--- src/rtl/mips_muldiv_if.sv ---
// Bus between the MIPS controller/datapath and the iterative multiply/divide unit.
// The controller side drives requests and MTHI/MTLO writes; the unit returns status and HI/LO.
interface mips_muldiv_if #(
   parameter int WIDTH = 32
);
   logic             start;
   logic [1:0]       op;
   logic [WIDTH-1:0] a;
   logic [WIDTH-1:0] b;
   logic             wr_hi;
   logic             wr_lo;
   logic [WIDTH-1:0] wr_data;
   logic             busy;
   logic             done;
   logic             div_zero;
   logic [WIDTH-1:0] hi;
   logic [WIDTH-1:0] lo;

   modport master (output start, op, a, b, wr_hi, wr_lo, wr_data,
                   input  busy, done, div_zero, hi, lo);
   modport slave  (input  start, op, a, b, wr_hi, wr_lo, wr_data,
                   output busy, done, div_zero, hi, lo);
endinterface

--- src/rtl/mips_muldiv_unit.sv ---
// Iterative radix-2 MULT/MULTU/DIV/DIVU unit with architectural HI/LO and MTHI/MTLO writes.
// Define MDU_SIGNED_EN to build signed MULT/DIV; otherwise op[0] is ignored.
module mips_muldiv_unit #(
   parameter int WIDTH = 32
) (
   input  logic         clk,
   input  logic         reset,
   mips_muldiv_if.slave mdu
);
   localparam int CNT_W = $clog2(WIDTH);

   typedef enum logic [1:0] {IDLE, RUN, FIX} state_t;

   state_t             state, state_nxt;
   logic [CNT_W-1:0]   cnt;
   logic               accept;
   logic               is_div;
   logic               b_zero;
   logic [2*WIDTH-1:0] acc;
   logic [WIDTH-1:0]   opb;
   logic [WIDTH-1:0]   a_mag, b_mag;
   logic [WIDTH:0]     mul_sum;
   logic               div_ok;
   logic [WIDTH-1:0]   div_rem;
   logic [2*WIDTH-1:0] mul_step, div_step;
   logic [WIDTH-1:0]   res_hi, res_lo;
   logic [WIDTH-1:0]   hi_r, lo_r;
   logic               done_r, dz_r;

`ifdef MDU_SIGNED_EN
   logic a_neg, b_neg;
   logic neg_q, neg_r;

   function automatic logic [WIDTH-1:0] abs_w(input logic signed [WIDTH-1:0] x);
      return x[WIDTH-1] ? -x : x;
   endfunction

   function automatic logic [WIDTH-1:0] neg_w(input logic [WIDTH-1:0] x);
      return -x;
   endfunction

   function automatic logic [2*WIDTH-1:0] neg_2w(input logic [2*WIDTH-1:0] x);
      return -x;
   endfunction
`endif

   assign accept = (state == IDLE) && mdu.start;

   // Operand magnitudes; the iteration itself is always unsigned.
   always_comb begin
      a_mag = mdu.a;
      b_mag = mdu.b;
`ifdef MDU_SIGNED_EN
      a_neg = mdu.op[0] & mdu.a[WIDTH-1];
      b_neg = mdu.op[0] & mdu.b[WIDTH-1];
      if (a_neg) a_mag = abs_w(mdu.a);
      if (b_neg) b_mag = abs_w(mdu.b);
`endif
   end

   // acc holds {partial product, multiplier} or {remainder, dividend/quotient}.
   always_comb begin
      mul_sum  = {1'b0, acc[2*WIDTH-1:WIDTH]} + (acc[0] ? {1'b0, opb} : {(WIDTH+1){1'b0}});
      mul_step = {mul_sum, acc[WIDTH-1:1]};
      div_ok   = acc[2*WIDTH-1:WIDTH-1] >= {1'b0, opb};
      div_rem  = acc[2*WIDTH-2:WIDTH-1] - opb;
      div_step = div_ok ? {div_rem, acc[WIDTH-2:0], 1'b1}
                        : {acc[2*WIDTH-2:0], 1'b0};
   end

   always_comb begin
      res_hi = acc[2*WIDTH-1:WIDTH];
      res_lo = acc[WIDTH-1:0];
`ifdef MDU_SIGNED_EN
      if (is_div) begin
         if (neg_q) res_lo = neg_w(res_lo);
         if (neg_r) res_hi = neg_w(res_hi);
      end else if (neg_q) begin
         {res_hi, res_lo} = neg_2w(acc);
      end
`endif
      // Restoring divide by zero already leaves the dividend as remainder.
      if (is_div && b_zero) res_lo = '1;
   end

   always_comb begin
      state_nxt = state;
      unique case (state)
         IDLE:    if (mdu.start) state_nxt = RUN;
         RUN:     if (cnt == CNT_W'(WIDTH-1)) state_nxt = FIX;
         FIX:     state_nxt = IDLE;
         default: state_nxt = IDLE;
      endcase
   end

   always_ff @(posedge clk) begin
      if (accept) begin
         acc <= {{WIDTH{1'b0}}, a_mag};
         opb <= b_mag;
      end else if (state == RUN) begin
         acc <= is_div ? div_step : mul_step;
      end
   end

   always_ff @(posedge clk or posedge reset) begin
      if (reset) begin
         state  <= IDLE;
         cnt    <= '0;
         is_div <= 1'b0;
         b_zero <= 1'b0;
`ifdef MDU_SIGNED_EN
         neg_q  <= 1'b0;
         neg_r  <= 1'b0;
`endif
         hi_r   <= '0;
         lo_r   <= '0;
         done_r <= 1'b0;
         dz_r   <= 1'b0;
      end else begin
         state  <= state_nxt;
         done_r <= (state == FIX);
         dz_r   <= (state == FIX) && is_div && b_zero;
         if (accept) begin
            cnt    <= '0;
            is_div <= mdu.op[1];
            b_zero <= (mdu.b == '0);
`ifdef MDU_SIGNED_EN
            neg_q  <= a_neg ^ b_neg;
            neg_r  <= a_neg;
`endif
         end else if (state == RUN) begin
            cnt <= cnt + 1'b1;
         end
         // The result write can never collide with MTHI/MTLO: those act only in IDLE.
         if (state == FIX) begin
            hi_r <= res_hi;
            lo_r <= res_lo;
         end else if (state == IDLE) begin
            if (mdu.wr_hi) hi_r <= mdu.wr_data;
            if (mdu.wr_lo) lo_r <= mdu.wr_data;
         end
      end
   end

   assign mdu.busy     = (state != IDLE);
   assign mdu.done     = done_r;
   assign mdu.div_zero = dz_r;
   assign mdu.hi       = hi_r;
   assign mdu.lo       = lo_r;
endmodule

--- src/flat_wrapper.sv ---
// flat-port wrapper written by rule: the top's interface ports become plain ports
module mips_muldiv_unit_flat 
#(
   parameter int WIDTH = 32
)
  (clk, reset, mdu_start, mdu_op, mdu_a, mdu_b, mdu_wr_hi, mdu_wr_lo, mdu_wr_data, mdu_busy, mdu_done, mdu_div_zero, mdu_hi, mdu_lo);
  mips_muldiv_if #(.WIDTH(WIDTH)) mdu_i ();
  input  logic clk;
  input  logic reset;
  input wire logic [$bits(mdu_i.start)-1:0] mdu_start;
  input wire logic [$bits(mdu_i.op)-1:0] mdu_op;
  input wire logic [$bits(mdu_i.a)-1:0] mdu_a;
  input wire logic [$bits(mdu_i.b)-1:0] mdu_b;
  input wire logic [$bits(mdu_i.wr_hi)-1:0] mdu_wr_hi;
  input wire logic [$bits(mdu_i.wr_lo)-1:0] mdu_wr_lo;
  input wire logic [$bits(mdu_i.wr_data)-1:0] mdu_wr_data;
  output wire logic [$bits(mdu_i.busy)-1:0] mdu_busy;
  output wire logic [$bits(mdu_i.done)-1:0] mdu_done;
  output wire logic [$bits(mdu_i.div_zero)-1:0] mdu_div_zero;
  output wire logic [$bits(mdu_i.hi)-1:0] mdu_hi;
  output wire logic [$bits(mdu_i.lo)-1:0] mdu_lo;
  assign mdu_i.start = mdu_start;
  assign mdu_i.op = mdu_op;
  assign mdu_i.a = mdu_a;
  assign mdu_i.b = mdu_b;
  assign mdu_i.wr_hi = mdu_wr_hi;
  assign mdu_i.wr_lo = mdu_wr_lo;
  assign mdu_i.wr_data = mdu_wr_data;
  assign mdu_busy = mdu_i.busy;
  assign mdu_done = mdu_i.done;
  assign mdu_div_zero = mdu_i.div_zero;
  assign mdu_hi = mdu_i.hi;
  assign mdu_lo = mdu_i.lo;
  mips_muldiv_unit #(.WIDTH(WIDTH)) u_core (.clk(clk), .reset(reset), .mdu(mdu_i));
endmodule
--- config.mk ---
export PLATFORM = sky130hd
export DESIGN_NAME = mips_muldiv_unit_flat
export DESIGN_NICKNAME = d
export VERILOG_FILES = /design/src/rtl/mips_muldiv_if.sv /design/src/rtl/mips_muldiv_unit.sv /design/src/flat_wrapper.sv
export SDC_FILE = /design/constraint.sdc
export NUM_CORES = 1
export LEC_CHECK = 0
export BUFFER_PORTS_ARGS = -buffer_cell sky130_fd_sc_hd__buf_2
export CAP_MARGIN = 40
export CORE_AREA = 2 2 175 177
export DETAILED_ROUTE_END_ITERATION = 10
export DIE_AREA = 0 0 177 179
export GPL_TIMING_DRIVEN = 0
export SLEW_MARGIN = 20
export SYNTH_ARGS = -nofsm -noshare
export SYNTH_HDL_FRONTEND = slang
export SYNTH_SLANG_ARGS = --single-unit
--- constraint.sdc ---
create_clock -name clk -period 8.4 [get_ports clk]
set_input_delay 0.42 -clock clk [delete_from_list [all_inputs] [get_ports clk]]
set_output_delay 0.42 -clock clk [all_outputs]
set_load 0.02 [all_outputs]
==> summary.txt, run 1 <==
Outcome
  – Status: complete, no violations

Final layout
  – Final net count: 1,674
  – Fin util: 0.449
  – Fin cells: 1,912
  – Antenna cells: 0
  – Area Overhead vs Synth: 17.6%
  – Share of post-route cells with drive strength above 1: 0.168

Global routing
  – First-pass GRT wire length: 58.5 mm
  – Vias in the first global route: 10.4k
  – Initial antenna violation count: 0
  – Grt ovf: 0
  – Gr usage total: 0.241
  – Pin count of the biggest net entering global routing: 56

Yosys
  – Yosys reg bits: 171
  – Yosys cell types: 82
  – Syn nets: 1,482
  – Synth area leaders: edfxtp_1 17%, dfrtp_1 16%, a21oi_1 7.8%
  – Avg Cell Area, Syn: 8.75 sq um
  – Synth Instances: 1,311
  – Yosys top cell area share: 0.168
  – Sequential share of the synthesized area: 0.387
  – Syn. warnings: 0
  – Cell with the most instances after synthesis: a21oi_1
  – Top cells by count, synth: 179 x a21oi_1, 140 x nand2_1, 139 x o21ai_0
  – Prevailing post-synth register cell: dfrtp_1
  – FFs w/ async S/R, synth: 0.439
  – Post-Synthesis Cell Area: 11,500 sq um
  – Area leader, netlist: edfxtp_1
  – Number of flops mapped to enable cells by yosys: 64

STA
  – Final Max Tran Viols: 0
  – Worst hold slack: 0.164 ns
  – Fin. Hold Viols: 0
  – # setup viols final: 0
  – TNS Setup: 0 ns
  – Final WS setup: 4.28 ns
  – Relative slew slack: 0.442
  – Worst clock skew: 0.0170 ns
  – RSZ-0062 raised after global routing: false
  – F_max: 0.243 GHz
  – Worst-margin pin slew: 0.831 ns
  – Tcrit/Tclk final: 0.490
  – Minimum clock period: 4.12 ns

Floorplanning
  – Die boundary width: 177 microns
  – Placeable Area: 30,000 sq um
  – Core Rows: 64
  – Die height: 179 microns
  – Die area: 31,700 sq um
  – Starting Density: 0.382
  – Top-Level Pins: 170

Clock tree
  – Clock buffer depth: 2
  – CTS resizes: 0
  – Clk slew on worst S/H paths: 0.08 ns
  – Setup bufs post-CTS: 0
  – Root Buffer: clkbuf_16
  – Worst-skew pair later-pin latency: 0.44 ns
  – CTS tree: yes
  – H-tree levels: 4
  – CTS Sinks: 171
  – # hold bufs at CTS: 1
  – Total CTS buffers: 17

Worst setup path
  – Worst-path maximum fanout: 10
  – Slowest cell on crit path: edfxtp_1
  – Worst setup SP type: register
  – CP arrival: 4.41 ns
  – R2R depth: 13
  – Largest stage delay, worst path: 0.63 ns
  – Worst-path cell chain: clkbuf_1 -> and2_1 -> ha_1 -> fa_1 -> a211oi_2 -> o21bai_1 -> o41ai_4 -> o31a_1 -> o31a_1 -> nor3_2 -> o32ai_2 -> xor2_1 -> o31ai_2
  – Crit. Startpoint: u_core.acc[0]
  – Reg-to-reg startpoint: u_core.acc[0]
  – Most frequent CP cell: o31a_1
  – WP buf/inv: 1
  – Delay-heaviest family, CP: compound AO/OA/AOI/OAI gates
  – Worst R2R Setup Slack: 4.28 ns
  – Crit path kind: register to register
  – Setup crit end kind: register
  – Worst path required time: 8.70 ns
  – Worst r2r dst: u_core.acc[61]

Power
  – Clock power frac: 0.130
  – Pwr Density: 457 nW/um^2
  – Peak VDD IR: 0.000175 V
  – Net Sw Power: 3040 uW
  – Sw frac: 0.494
  – Sequential share of power: 0.274
  – Logic pwr share: 0.597
  – Static Leak: 0.00578 uW
  – Internal: 3120 uW

Place
  – Final GP Congestion: 0.934
  – Post-Place Cells: 1,878
  – Detailed placement HPWL: 30.0 mm
  – PortBufs: 168
  – Pre-CTS WS: 4.38 ns

Routing
  – WL/cell: 20.1 microns
  – Vias post-DR: 10.8k
  – DR iter-0 viols: 993
  – Total wire length: 38.5 mm
  – Antenna-violating nets left: 0
  – Remaining routing DRC violations: 0
  – Drt via density: 5.64
  – Drt first pass iters: 6

Hold path
  – Worst Hold Path EP: u_core.opb[5]
  – Min-Delay Path Class: input pin to register
  – Hold path startpoint: mdu_b[5]
  – Hold path depth: 1

Job
  – MaxCap Viol Count: 0
[per-stage QoR]
stage | total power, uW | cell area (sq um)
after floorplan | 4170 | 11500
after global placement | 5250 | 12800
after detailed placement | 5300 | 12900
after CTS | 6110 | 13500
after global routing | 6590 | 13500
final | 6160 | 13500
[power by group through the flow]
stage | Combinational [uW] | Sequential, uW | Clock (uW)
final | 3670 | 1690 | 798
after detailed placement | 3610 | 1690 | 0
after global placement | 3560 | 1690 | 0
after floorplan | 2450 | 1720 | 0
after CTS | 3630 | 1680 | 803
after global routing | 4030 | 1720 | 837
[flip-flops by register name (all words and copies together) (netlist names)]
register             count
u_core.is_div            1
u_core.acc              64
u_core.mdu.lo           32
u_core.opb              32
u_core.cnt               5
u_core.mdu.div_zero      1
u_core.b_zero            1
u_core.state             2
u_core.mdu.hi           32
u_core.mdu.done          1
[layout make-up]
class / instances / area (sq um)
inverters: 49 / 186
fillers: 3003 / 16500
repair buffers: 173 / 941
clock inverters: 15 / 153
multi-input cells: 1018 / 6520
flip-flops and latches: 171 / 4440
clock buffers: 17 / 425
well taps: 396 / 495
plain buffers: 73 / 323
[layout by cell type, fill, tap and decap left out, types with 5 or more instances in the layout]
cell type / n
clkbuf_1: 54
and2_1: 40
clkbuf_16: 17
mux2i_1: 32
a41oi_1: 6
buf_6: 5
o221ai_1: 5
nand2_1: 139
inv_1: 46
inv_8: 5
nor3_1: 8
o211ai_1: 13
and3_1: 10
nor2b_1: 37
nand2b_1: 6
buf_1: 5
o21a_1: 6
xnor2_1: 31
nand4_1: 14
dfrtp_1: 75
a211oi_1: 6
and4_1: 5
nor4_1: 8
dfxtp_1: 32
o21ai_0: 139
buf_2: 176
a21oi_1: 179
a21o_1: 21
ha_1: 66
xor2_1: 23
o21ai_1: 9
a31oi_1: 11
o31a_1: 5
edfxtp_1: 64
nor2_1: 75
nand3_1: 29
o21bai_1: 11
a21oi_2: 5
[cell families (layout without fill, tap and decap cells)]
group | after synthesis | count (layout) | synth area share
AO/OA/AOI/OAI | 468 | 468 | 0.250
AND/OR/NAND/NOR | 388 | 388 | 0.165
flip-flops | 171 | 171 | 0.387
buffers and inverters | 122 | 327 | 0.0441
adder cells (fa/ha/maj) | 68 | 68 | 0.0755
XOR/XNOR | 54 | 54 | 0.0413
multiplexers | 40 | 40 | 0.0368
[layer usage]
metal / track usage / part of all wire / up-vias
met5: 0 / 0 / -
met1: 0.324 / 0.45 / 5152
met3: 0.0416 / 0.063 / 63
met2: 0.394 / 0.46 / 430
met4: 0.0775 / 0.026 / 0
li1: - / - / 5146
[worst max-delay path by stage]
stage	slack (ns)	depth (start not counted)	end
2_1_floorplan	5.26	13	u_core.acc[61]
3_3_place_gp	4.35	13	u_core.acc[61]
3_5_place_dp	4.38	13	u_core.acc[61]
4_1_cts	4.35	13	u_core.acc[61]
5_1_grt	4.17	13	u_core.acc[61]
6_report	4.28	13	u_core.acc[61]
(Power assumes the default switching activity.)
==> run 2: changes to the inputs <==
Clock period 8.4 ns to 3.55 ns, I/O delays scaled along.
==> run 2 against run 1 <==
  * Register-to-register slack worse by 4.2 ns
  * Worst setup slack worse by 4.2 ns
  * Largest cell class unchanged
  * Critical path depth did not move
  * Clock power grew 140%
  * Power is 140% higher
  * Maximum frequency increased by 19%
  * Wire length rose by 2.0%
  * Sequential share of layout area shrank 1.1 points
  * Critical path type unchanged
  * Die area stayed put
  * Critical endpoint unchanged
==> summary.txt, run 2 (synthesized netlist as in run 1, its figures left out) <==
Floorplanning
  – Top-Level Pins: 170 (unchanged)
  – Die boundary width: 177 microns (unchanged)
  – Placeable Area: 30,000 sq um (unchanged)
  – Die height: 179 microns (unchanged)
  – Die area: 31,700 sq um (unchanged)
  – Core Rows: 64 (unchanged)
  – Starting Density: 0.382 (unchanged)

Routing
  – WL/cell: 20.1 microns (-0.18%)
  – Drt via density: 5.60 (-0.71%)
  – Antenna-violating nets left: 0 (unchanged)
  – DR iter-0 viols: 1,014 (+2.1%)
  – Vias post-DR: 11.0k (+1.5%)
  – Drt first pass iters: 7 (+1)
  – Total wire length: 39.2 mm (+2.0%)
  – Remaining routing DRC violations: 0 (unchanged)

Worst setup path
  – Crit path kind: register to register
  – Most frequent CP cell: o31a_1
  – Worst setup SP type: register
  – Worst-path cell chain: buf_4 -> and2_1 -> ha_2 -> fa_2 -> a211oi_4 -> o21bai_2 -> o41ai_4 -> o31a_1 -> o31a_1 -> nor3_2 -> o32ai_2 -> xor2_1 -> o31ai_2
  – Slowest cell on crit path: edfxtp_1
  – CP arrival: 3.76 ns (-0.65 ns)
  – Worst path required time: 3.85 ns (-4.85 ns)
  – Largest stage delay, worst path: 0.44 ns (-0.19 ns)
  – Worst-path maximum fanout: 10 (unchanged)
  – Setup crit end kind: register

Power
  – Sequential share of power: 0.269 (-0.005)
  – Net Sw Power: 7300 uW (+140%)
  – Static Leak: 0.00598 uW (+3.5%)
  – Clock power frac: 0.128 (-0.002)
  – Internal: 7500 uW (+140%)
  – Overall power: 14,800 uW (+140%)
  – Logic pwr share: 0.604 (+0.007)
  – Sw frac: 0.493 (-0.000840)
  – Pwr Density: 1060 nW/um^2 (+130%)
  – Peak VDD IR: 0.000418 V (+140%)

Global routing
  – Pin count of the biggest net entering global routing: 56 (unchanged)
  – Initial antenna violation count: 0 (unchanged)
  – First-pass GRT wire length: 59.1 mm (+1.0%)
  – Gr usage total: 0.243 (+0.00237)
  – Vias in the first global route: 10.6k (+1.6%)
  – Grt ovf: 0 (unchanged)

Clock tree
  – H-tree levels: 4 (unchanged)
  – Worst-skew pair later-pin latency: 0.44 ns (about the same)
  – CTS Sinks: 171 (unchanged)
  – CTS tree: yes
  – Clock buffer depth: 2 (unchanged)
  – Root Buffer: clkbuf_16
  – Total CTS buffers: 17 (unchanged)
  – Clk slew on worst S/H paths: 0.08 ns (about the same)

Place
  – Placed inst area: 12,900 sq um (unchanged)
  – Detailed placement HPWL: 30.0 mm (unchanged)
  – PortBufs: 168 (unchanged)
  – Final GP Congestion: 0.934 (unchanged)
  – Post-Place Cells: 1,878 (unchanged)

STA
  – Worst-margin pin slew: 0.818 ns (-0.0132 ns)
  – Fin. Hold Viols: 0 (unchanged)
  – Tcrit/Tclk final: 0.976 (+0.485)
  – # setup viols final: 0 (unchanged)
  – Worst clock skew: 0.0133 ns (-0.00371 ns)
  – Minimum clock period: 3.46 ns (-0.655 ns)
  – Relative slew slack: 0.451 (+0.00885)
  – Final Max Tran Viols: 0 (unchanged)
  – F_max: 0.289 GHz (+19%)

Final layout
  – Fill cell count: 2,962 (-1.4%)
  – Fin util: 0.464 (+0.0154)
  – Largest Register: u_core.acc
  – Antenna cells: 0 (unchanged)
  – Area Overhead vs Synth: 21.7%
  – Max reg flops: 64 (unchanged)
  – Commonest cells after routing, fill and taps aside: 179 x a21oi_1, 176 x buf_2, 139 x nand2_1
  – Design area: 13,900 sq um (+3.4%)
  – Commonest non-fill, non-tap cell in the layout: a21oi_1
  – Fin cells: 1,954 (+2.2%)
  – Final net count: 1,716 (+2.5%)
  – Share of post-route cells with drive strength above 1: 0.179 (+0.0109)

Job
  – MaxCap Viol Count: 0 (unchanged)

Hold path
  – Min-Delay Path Class: input pin to register

Outcome
  – Status: complete, no violations
-- run 2: path summary, 6_finish.rpt --
kind	start	endpoint	slack [ns]	cells past startpoint
worst min register to register	u_core.mdu.hi[12]	u_core.mdu.hi[12]	0.48	2
worst max register to register	u_core.acc[0]	u_core.acc[61]	0.09	13
worst max-delay path	u_core.acc[0]	u_core.acc[61]	0.09	13
min in group asynchronous	reset	u_core.mdu.lo[24]	0.23	3
max in group asynchronous	reset	u_core.mdu.hi[3]	2.70	4
worst min-delay path	mdu_a[22]	u_core.acc[22]	0.008	3
-- run 2: per-stage QoR --
step,setup WS [ns],hold WS [ns],setup TNS (ns)
finish,0.0867,0.00820,0
global route,-0.0331,0.0126,-0.0331
CTS,0.00714,0.000151,0
detailed placement,-0.468,0.155,-2.30
global placement,-0.501,0.371,-2.58
floorplan,0.414,0.276,0
-- run 2: routing by layer --
metal | vias to the layer above | global-route usage | share of wire | wire length, microns
li1 | 5218 | - | - | -
met1 | 5251 | 0.326 | 0.45 | 17500
met2 | 419 | 0.399 | 0.46 | 18200
met3 | 62 | 0.0397 | 0.060 | 2340
met4 | 0 | 0.0823 | 0.028 | 1120
met5 | - | 0 | 0 | 0
-- run 2: cell type report --
class	count	area [sq um]	share of cell area
flip-flops and latches	171	4440	0.318
repair buffers	216	1340	0.0963
inverters	49	186	0.0134
multi-input cells	1018	6580	0.472
well taps	396	495	0.0355
clock buffers	17	425	0.0305
plain buffers	72	325	0.0233
clock inverters	15	153	0.0109
-- run 2: worst max-delay path, delay by kind of cell (launching register included) --
family	cells	cell delay, ns
flip-flops	1	0.44
AO/OA/AOI/OAI	7	1.58
AND/OR/NAND/NOR	2	0.21
buffers and inverters	1	0.20
XOR/XNOR	1	0.27
adder cells (fa/ha/maj)	2	0.62
-- run 2: power groups by stage --
stage                     logic [uW]  clock network, uW  registers (uW)
after floorplan                 5800                  0            4070
after global placement          8420                  0            4000
after detailed placement        8530                  0            4000
after CTS                       8730               1900            3950
after global routing            9770               1980            4050
final                           8930               1890            3970
-- run 2: what timing repair did --
item,in CTS,in global routing
setup buffers,5,6
endpoints found under the hold margin,52,0
pin swaps,4,9
endpoints found under the setup margin,13,11
resized for setup,7,11
hold buffers,33,0
==> run 3: changes to the inputs <==
Settings changed: CTS_CLUSTER_DIAMETER from default to 40, SETUP_SLACK_MARGIN from default to 0.4.
==> run 3 against run 2 <==
  * Final cell count up 1.6%
  * Worst hold slack better by 0.0017 ns
  * Maximum frequency up 4.5%
  * Non-clock buffer count up 31
  * Die area unchanged
  * Count of clock-buffer cells in the layout unchanged
  * Global-route usage up 0.55 points
  * Critical endpoint unchanged
  * Largest power group unchanged
==> summary.txt, run 3 (synthesized netlist as in run 1, its figures left out) <==
Outcome
  – Status: complete, no violations

Floorplanning
  – Core Rows: 64 (unchanged)
  – Top-Level Pins: 170 (unchanged)
  – Die boundary width: 177 microns (unchanged)
  – Die height: 179 microns (unchanged)
  – Placeable Area: 30,000 sq um (unchanged)
  – Die area: 31,700 sq um (unchanged)
  – Starting Density: 0.382 (unchanged)

Clock tree
  – H-tree levels: 4 (unchanged)
  – CTS tree: yes
  – CTS Sinks: 171 (unchanged)
  – Clock buffer depth: 2 (unchanged)
  – Worst-skew pair later-pin latency: 0.44 ns (about the same)
  – Total CTS buffers: 17 (unchanged)
  – Clk slew on worst S/H paths: 0.08 ns (about the same)
  – Root Buffer: clkbuf_16

Power
  – Static Leak: 0.00621 uW (+3.8%)
  – Overall power: 15,800 uW (+6.6%)
  – Pwr Density: 1080 nW/um^2 (+1.8%)
  – Peak VDD IR: 0.000517 V (+24%)

Global routing
  – Gr usage total: 0.249 (+0.00552)
  – Initial antenna violation count: 0 (unchanged)
  – Pin count of the biggest net entering global routing: 56 (unchanged)
  – First-pass GRT wire length: 60.4 mm (+2.1%)
  – Grt ovf: 0 (unchanged)
  – Vias in the first global route: 10.8k (+2.3%)

Final layout
  – Area of the multi-input gates: 6960 sq um (+5.8%)
  – Design area: 14,600 sq um (+4.7%)
  – Commonest cells after routing, fill and taps aside: 177 x buf_2, 168 x a21oi_1, 138 x nand2_1
  – Final net count: 1,747 (+1.8%)
  – Fill cell count: 2,914 (-1.6%)
  – Max reg flops: 64 (unchanged)
  – Share of post-route cells with drive strength above 1: 0.236 (+0.0569)
  – Fin util: 0.486 (+0.0219)
  – Antenna cells: 0 (unchanged)
  – Sequential cell area: 4450 sq um (+0.20%)
  – Area Overhead vs Synth: 27.4%
  – Commonest non-fill, non-tap cell in the layout: buf_2
  – Largest Register: u_core.acc

Routing
  – Antenna-violating nets left: 0 (unchanged)
  – WL/cell: 20.2 microns (+0.61%)
  – Vias post-DR: 11.1k (+1.8%)
  – DR iter-0 viols: 933 (-8.0%)
  – Drt first pass iters: 6 (-1)
  – Drt via density: 5.61 (+0.18%)
  – Total wire length: 40.1 mm (+2.2%)
  – Remaining routing DRC violations: 0 (unchanged)

Worst setup path
  – Worst setup SP type: register
  – R2R depth: 13 (unchanged)
  – Worst r2r dst: u_core.acc[61]
  – CP arrival: 3.61 ns (-0.15 ns)
  – Worst-path maximum fanout: 3 (-7)
  – Crit path kind: register to register
  – Worst R2R Setup Slack: 0.24 ns (+0.15 ns)
  – Setup crit end kind: register
  – Reg-to-reg startpoint: u_core.acc[0]
  – Worst path required time: 3.84 ns (about the same)

Place
  – Detailed placement HPWL: 30.0 mm (unchanged)
  – Pre-CTS WS: -0.468 ns (unchanged)
  – PortBufs: 168 (unchanged)
  – Final GP Congestion: 0.934 (unchanged)
  – Placed inst area: 12,900 sq um (unchanged)

STA
  – F_max: 0.302 GHz (+4.5%)
  – Worst clock skew: 0.0170 ns (+0.00374 ns)
  – Final Max Tran Viols: 0 (unchanged)
  – Worst-margin pin slew: 0.806 ns (-0.0120 ns)
  – Tcrit/Tclk final: 0.933 (-0.0423)
  – Fin. Hold Viols: 0 (unchanged)
  – RSZ-0062 raised after global routing: true
  – Final WS setup: 0.237 ns (+0.150 ns)
  – Minimum clock period: 3.31 ns (-0.150 ns)
  – # setup viols final: 0 (unchanged)
  – Relative slew slack: 0.459 (+0.00808)

Hold path
  – Worst Hold Path EP: u_core.acc[22]
  – Hold path depth: 3 (unchanged)
  – Min-Delay Path Class: input pin to register
  – Hold path startpoint: mdu_a[22]

Job
  – MaxCap Viol Count: 0 (unchanged)
-- run 3: critical path: stages (launching register included) --
cell and delay [ns]:
edfxtp_1 0.47, clkbuf_8 0.18, and2_4 0.14, ha_4 0.17, fa_2 0.37, a211oi_4 0.24
o21bai_2 0.13, o41ai_4 0.33, o31a_1 0.27, o31a_1 0.23, nor3_2 0.06, o32ai_2 0.24
xor2_1 0.27, o31ai_2 0.08
-- run 3: layout make-up --
| cell class | count | share of cell area |
|---|---|---|
| inverters | 49 | 0.0128 |
| multi-input cells | 1018 | 0.477 |
| repair buffers | 246 | 0.108 |
| clock inverters | 15 | 0.0105 |
| clock buffers | 17 | 0.0291 |
| flip-flops and latches | 171 | 0.305 |
| plain buffers | 73 | 0.0242 |
| well taps | 396 | 0.0339 |
-- run 3: worst max path at each step --
stage / start / end / slack [ns] / depth (start not counted)
global placement: u_core.acc[0] / u_core.acc[61] / -0.50 / 13
global route: u_core.acc[0] / u_core.acc[61] / 0.22 / 13
CTS: u_core.acc[0] / u_core.acc[61] / 0.21 / 13
finish: u_core.acc[0] / u_core.acc[61] / 0.24 / 13
floorplan: u_core.acc[0] / u_core.acc[61] / 0.41 / 13
detailed placement: u_core.acc[0] / u_core.acc[61] / -0.47 / 13
-- run 3: routing by layer --
layer  GRT usage  routed length [microns]  up-vias
met4      0.0906                     1220        0
met1       0.329                    17600     5350
li1            -                        -     5286
met2       0.406                    18800      427
met3      0.0454                     2390       81
met5     0.00321                        0        -
-- run 3: stage by stage --
step	setup TNS, ns	instances	hold slack [ns]
floorplan	0	1311	0.276
global placement	-2.58	1875	0.371
detailed placement	-2.30	1878	0.155
CTS	0	1975	0.000151
global route	0	1985	0.0112
finish	0	1985	0.00986
-- run 3: power by group --
group	total [uW]	internal (uW)	switching, uW
sequential	4010	3070	937
clock	1890	940	952
combinational	9880	4070	5810
-- run 3: repair_timing --
item	in CTS	in global routing
pin swaps	26	36
hold buffers	33	0
endpoints found under the hold margin	52	0
buffers inserted	32	10
resized for setup	45	76
setup endpoints to repair	32	25
